<file path="config.mk">
export PLATFORM = sky130hd
export DESIGN_NAME = npu_instr_issuer
export DESIGN_NICKNAME = d
export VERILOG_FILES = /design/src/rtl/npu_instr_issuer.sv
export SDC_FILE = /design/constraint.sdc
export NUM_CORES = 1
export LEC_CHECK = 0
export ABC_AREA = 1
export ABC_CLOCK_PERIOD_IN_PS = 5890
export BUFFER_PORTS_ARGS = -buffer_cell sky130_fd_sc_hd__buf_2
export CAP_MARGIN = 40
export CORE_ASPECT_RATIO = 0.9
export CORE_UTILIZATION = 45
export CTS_CLUSTER_DIAMETER = 150
export DETAILED_ROUTE_END_ITERATION = 7
export HOLD_SLACK_MARGIN = 0.1
export PLACE_DENSITY = 0.65
export SLEW_MARGIN = 20
export SYNTH_ARGS = -nofsm -noshare
export SYNTH_HDL_FRONTEND = slang
export SYNTH_SLANG_ARGS = --single-unit
</file>
<file path="constraint.sdc">
create_clock -name clk -period 5.89 [get_ports clk]
set_clock_uncertainty 0.2 [all_clocks]
set_input_delay 0.2945 -clock clk [delete_from_list [all_inputs] [get_ports clk]]
set_output_delay 0.2945 -clock clk [all_outputs]
set_load 0.05 [all_outputs]
</file>
<file path="src/rtl/npu_instr_issuer.sv">
// npu_instr_issuer: expands one LOAD_A/LOAD_B/LOAD_C/COMPUTE command into a
// cycle-accurate instr/data/addr stream for the NPU scheduler and buffers.
// Load beats are paced by an upstream valid/ready stream. COMPUTE runs for
// exactly len cycles and is followed by a fixed drain gap before done.
// Optional macro NPU_ISSUER_STATS_EN adds saturating load/compute counters.
module npu_instr_issuer #(
  parameter int N            = 10,
  parameter int K_SIZE       = 3,
  parameter int W_IN         = 8,
  parameter int W_DATA       = 8,
  parameter int ADDR_W       = 3,
  parameter int LEN_W        = 8,
  parameter int DRAIN_CYCLES = 4
) (
  input  logic              clk,
  input  logic              rst_n,
  input  logic              cmd_valid,
  output logic              cmd_ready,
  input  logic [1:0]        cmd_op,
  input  logic [LEN_W-1:0]  cmd_len,
  input  logic              cmd_relu,
  input  logic              cmd_bcast,
  input  logic [ADDR_W-1:0] cmd_addr,
  input  logic              din_valid,
  output logic              din_ready,
  input  logic [W_DATA-1:0] din,
  output logic [W_IN-1:0]   instr,
  output logic [W_DATA-1:0] data_out,
  output logic [ADDR_W-1:0] addr,
  output logic              busy,
  output logic              done,
  output logic              err
`ifdef NPU_ISSUER_STATS_EN
  ,
  output logic [31:0]       stat_load_beats,
  output logic [31:0]       stat_compute_cycles
`endif
);

  localparam logic [1:0]       OP_COMPUTE = 2'd3;
  localparam logic [1:0]       OP_LOAD_C  = 2'd2;
  localparam logic [LEN_W-1:0] MAX_AB     = LEN_W'(N * K_SIZE);
  localparam logic [LEN_W-1:0] MAX_C      = LEN_W'(K_SIZE);
  localparam logic [LEN_W-1:0] DRAIN_LAST = LEN_W'(DRAIN_CYCLES - 1);
  localparam logic [LEN_W-1:0] ONE        = LEN_W'(1);

  typedef enum logic [1:0] {IDLE, LOAD, COMPUTE, DRAIN} state_t;

  state_t            state, state_n;
  logic [LEN_W-1:0]  cnt, cnt_n;
  logic [LEN_W-1:0]  len_q, len_n;
  logic [LEN_W-1:0]  max_len;
  logic [1:0]        mode_q, mode_n;
  logic              relu_q, relu_n;
  logic              bcast_q, bcast_n;
  logic [W_IN-1:0]   instr_n;
  logic [W_DATA-1:0] data_n;
  logic [ADDR_W-1:0] addr_n;
  logic              done_n, err_n;

  assign cmd_ready = (state == IDLE);
  assign din_ready = (state == LOAD);
  // The last load instr is still on the output the cycle the FSM is back in
  // IDLE, so busy also covers any cycle with a non-idle instr on the bus.
  assign busy      = (state != IDLE) || (instr != '0);
  assign max_len   = (cmd_op == OP_LOAD_C) ? MAX_C : MAX_AB;

  // Next-state and next-output logic for the command FSM
  always_comb begin
    state_n = state;
    cnt_n   = cnt;
    len_n   = len_q;
    mode_n  = mode_q;
    relu_n  = relu_q;
    bcast_n = bcast_q;
    instr_n = '0;
    data_n  = data_out;
    addr_n  = addr;
    done_n  = 1'b0;
    err_n   = err;
    unique case (state)
      IDLE: begin
        if (cmd_valid) begin
          addr_n  = cmd_addr;
          mode_n  = cmd_op + 2'd1;
          relu_n  = cmd_relu;
          bcast_n = cmd_bcast;
          cnt_n   = '0;
          if (cmd_len == '0) begin
            // Nothing to issue: flag it and complete immediately.
            err_n  = 1'b1;
            done_n = 1'b1;
          end else if (cmd_op == OP_COMPUTE) begin
            len_n   = cmd_len;
            state_n = COMPUTE;
          end else begin
            if (cmd_len > max_len) begin
              len_n = max_len;
              err_n = 1'b1;
            end else begin
              len_n = cmd_len;
            end
            state_n = LOAD;
          end
        end
      end
      LOAD: begin
        // A stalled cycle leaves instr at 0 so the buffer pointer holds.
        if (din_valid) begin
          instr_n[1:0] = mode_q;
          data_n       = din;
          if (cnt + ONE == len_q) begin
            cnt_n   = '0;
            done_n  = 1'b1;
            state_n = IDLE;
          end else begin
            cnt_n = cnt + ONE;
          end
        end
      end
      COMPUTE: begin
        instr_n[4] = 1'b1;
        instr_n[3] = relu_q;
        instr_n[2] = bcast_q;
        if (cnt + ONE == len_q) begin
          cnt_n   = '0;
          state_n = DRAIN;
        end else begin
          cnt_n = cnt + ONE;
        end
      end
      DRAIN: begin
        if (cnt == DRAIN_LAST) begin
          cnt_n   = '0;
          done_n  = 1'b1;
          state_n = IDLE;
        end else begin
          cnt_n = cnt + ONE;
        end
      end
      default: state_n = IDLE;
    endcase
  end

  // State, latched command fields and registered outputs
  always_ff @(posedge clk or negedge rst_n) begin
    if (!rst_n) begin
      state    <= IDLE;
      cnt      <= '0;
      len_q    <= '0;
      mode_q   <= '0;
      relu_q   <= 1'b0;
      bcast_q  <= 1'b0;
      instr    <= '0;
      data_out <= '0;
      addr     <= '0;
      done     <= 1'b0;
      err      <= 1'b0;
    end else begin
      state    <= state_n;
      cnt      <= cnt_n;
      len_q    <= len_n;
      mode_q   <= mode_n;
      relu_q   <= relu_n;
      bcast_q  <= bcast_n;
      instr    <= instr_n;
      data_out <= data_n;
      addr     <= addr_n;
      done     <= done_n;
      err      <= err_n;
    end
  end

`ifdef NPU_ISSUER_STATS_EN
  // Saturating counters of issued load and compute instrs
  always_ff @(posedge clk or negedge rst_n) begin
    if (!rst_n) begin
      stat_load_beats     <= '0;
      stat_compute_cycles <= '0;
    end else begin
      if (instr_n[1:0] != 2'd0 && stat_load_beats != '1)
        stat_load_beats <= stat_load_beats + 32'd1;
      if (instr_n[4] && stat_compute_cycles != '1)
        stat_compute_cycles <= stat_compute_cycles + 32'd1;
    end
  end
`endif

endmodule

</file>
==> flow_summary.yaml <==
run_status:
  status: "finished clean"
place:
  gp_congestion: 0.813
  post-place-cells: 445
  io_buffers: 47
  dp_hpwl_mm: 4.04
  dp_slack_ps: 3610
  placed_cell_area_um2: 2720
setup_path:
  worst-setup-path-type: "in2reg"
  cp_data_arrival_time_ps: 2470
  cpMaxStageDelayCell: "dlygate4sd3_1"
  crit_required_ps: 5880
  critPathMostFrequentCell: "nand2_1"
  endpoint_kind: "flip-flop"
  rr_startpoint: "state[1]$_DFFE_PN0P_"
  r2r_cells: 7
  max_stage_delay_ps: 520
  start_kind: "input port"
  reg2reg_slack_ps: 3590
  crit_chain: "dlygate4sd3_1 > buf_2 > inv_1 > ha_1 > ha_1 > nand2_1 > inv_1 > a21boi_0 > o21ai_0 > nand3_1 > nand2_1 > nand2_1 > nand2_1 > nand2_1"
  crit_fanout: 6
  rr_endpoint: "len_q[4]$_DFFE_PN0P_"
logic_synthesis:
  synthCells: 337
  yosys_warnings: 0
  synth.most_common_cell: "nand2_1"
  yosysTopAreaCell: "dfrtp_1"
  yosys_register_bits: 40
  yosysSeqAreaShare_pct: 41.5
  avgSynthCellArea_um2: 7.16
  synth_top_area_share_pct: 41.5
  postSynth.asyncResetShare_pct: 100
  synth_commonest_cells: "140 x nand2_1, 42 x inv_1, 40 x dfrtp_1, 27 x nor2_1, 20 x nand3_1"
  ys_types: 31
  synth_ff_type: "dfrtp_1"
  synth_edf_count: 0
  netlist_area_um2: 2410
  yosys-top-cells-area: "dfrtp_1 41%, nand2_1 22%, inv_1 6.5%"
floorplan:
  die_h_um: 71.5
  coreArea_um2: 4980
  start_util_pct: 48.4
  rows: 24
  num_io_pins: 51
  die_x_um: 79.2
  die_area_um2: 5660
layout:
  layoutNonFillerInstCount: 472
  fin_area_um2: 3030
  area_delta_synth_final_pct: 25.3
  nFillCells: 479
  finish.utilization_pct: 60.7
  drive_gt1_share_pct: 18.9
  nets: 445
  antenna_cells: 0
global_routing:
  globalRouteMet3Util_pct: 3.44
  grt_max_degree: 29
  track_usage_pct: 20.9
  grt_pass1_vias: 2021
  antenna_found_initial: 0
  grt_use_met1_pct: 29.6
  grt_pass1_wl_mm: 9.25
  gr-total-overflow: 0
  met2_usage_pct: 33.3
  busiest_layer: "met2"
drt:
  antenna_left: 0
  drt-initial-drc-count: 85
  drc: 0
  via_per_inst: 4.64
  drtPass1Iterations: 5
  wirelength_mm: 5.22
  vias: 2192
  routedWlPerCell_um: 11.1
sta:
  tns_ps: 0
  relSlewSlack_pct: 53.2
  finalSetupViolations: 0
  post-route-min-period_ps: 2480
  max_freq_mhz: 403
  final-max-slew-violation-count: 0
  tightest_slew_ps: 699
  whs_ps: 121
  fin_ws_ps: 3410
  fin_crit_sh_pct: 42.1
  rsz0062_at_grt: "false"
  hold_viol: 0
worst_hold_path:
  hold_end: "len_q[3]$_DFFE_PN0P_"
  hp-class: "in2reg"
  min_from: "cmd_len[3]"
  hold_path_depth: 5
cts:
  cts_buffer_depth: 2
  cts_num_sinks: 40
  htreeDepth: 2
  post_cts_buffers: 0
  numCtsBuffers: 5
  clk_pin_slew_ps: 80
  cts_tree: "built"
  cts-root-buf: "clkbuf_8"
  clk-insertion-delay-late_ps: 300
pwr:
  total_power_mw: 1.33
  vdd_drop_max_v: 0.000252
  leakage_nw: 1.71
  powerDensity_nw_per_um2: 439
job:
  drv_cap: 0
==> placed cells by master, fill, tap and decap left out <==
cell type	count
o21ai_1	1
nand2_2	6
nand3_2	5
buf_2	47
buf_12	1
dfrtp_1	40
nor3_2	1
or2_2	2
nand3b_1	1
inv_6	1
nor2_1	27
nor2_8	1
nor3_1	2
bufinv_16	1
clkinv_1	1
nand2_4	1
clkinvlp_4	1
conb_1	3
xnor2_1	1
o22ai_2	1
nand3_1	20
nor2_4	1
a21boi_0	1
dlygate4sd3_1	19
o21bai_1	1
inv_1	42
nor2_2	3
nand4_1	3
clkbuf_8	5
nand2_1	140
a31oi_1	1
nor4_1	2
a21oi_1	4
o21ai_0	9
ha_1	12
==> logic make-up (layout without fill, tap and decap cells) <==
| logic type | count (synthesis) | after routing | synth area share [%] |
|---|---|---|---|
| AOI/OAI and AO/OA | 18 | 18 | 4.30 |
| xor gates and xnor gates | 1 | 1 | 0.363 |
| buffers and inverters | 50 | 118 | 8.24 |
| and+or+nand+nor | 215 | 215 | 39.2 |
| adders and majority gates | 12 | 12 | 6.22 |
| DFF | 40 | 40 | 41.5 |
| other | 1 | 3 | 0.155 |
==> worst max-delay path: cells and delay by family <==
| family | cells | cell delay, ps |
|---|---|---|
| compound gates | 2 | 300 |
| buf+inv | 4 | 740 |
| simple gates | 6 | 560 |
| fa+ha+maj | 2 | 580 |
==> area by class of cell <==
class | count | area [um2] | area share [%]
multi-input cells | 249 | 1220 | 40.4
clock buffers | 5 | 68.8 | 2.27
clock inverters | 3 | 46.3 | 1.53
well taps | 65 | 81.3 | 2.69
repair buffers | 67 | 445 | 14.7
inverters | 43 | 161 | 5.33
flip-flops and latches | 40 | 1000 | 33.1
==> worst max path at each step <==
stage	cells past startpoint	from	endpoint	slack, ps
2_1_floorplan	9	state[0]$_DFFE_PN0P_	cnt[7]$_DFFE_PN0P_	3570
3_3_place_gp	7	state[0]$_DFFE_PN0P_	len_q[2]$_DFFE_PN0P_	3690
3_5_place_dp	7	state[0]$_DFFE_PN0P_	len_q[4]$_DFFE_PN0P_	3610
4_1_cts	14	cmd_op[0]	len_q[4]$_DFFE_PN0P_	3420
5_1_grt	14	cmd_op[0]	len_q[4]$_DFFE_PN0P_	3200
6_report	14	cmd_op[0]	len_q[4]$_DFFE_PN0P_	3410
==> per-layer routing <==
metal	share of wire, %	vias up
li1	-	1173
met5	0	-
met2	46	42
met1	50	975
met4	0.33	0
met3	3.6	2
==> registers in the layout, summed over array words and instances, names as in the netlist, 2 cells and up <==
register,flops
cnt,8
instr,5
state,2
data_out,8
mode_q,2
len_q,8
addr,3
==> where the power goes <==
| part | internal [mW] | leakage [nW] | total (mW) | switching [mW] |
|---|---|---|---|---|
| Clock | 0.128 | 0.0548 | 0.229 | 0.102 |
| Combinational | 0.184 | 1.14 | 0.672 | 0.488 |
| Sequential | 0.363 | 0.514 | 0.425 | 0.0618 |
==> timing repair <==
action                                  CTS  global route
endpoints found under the setup margin    0             0
endpoints found under the hold margin    58             0
gates resized for setup                   0             0
hold buffers                             19             0
No activity file was read; power rests on OpenSTA's default activity.
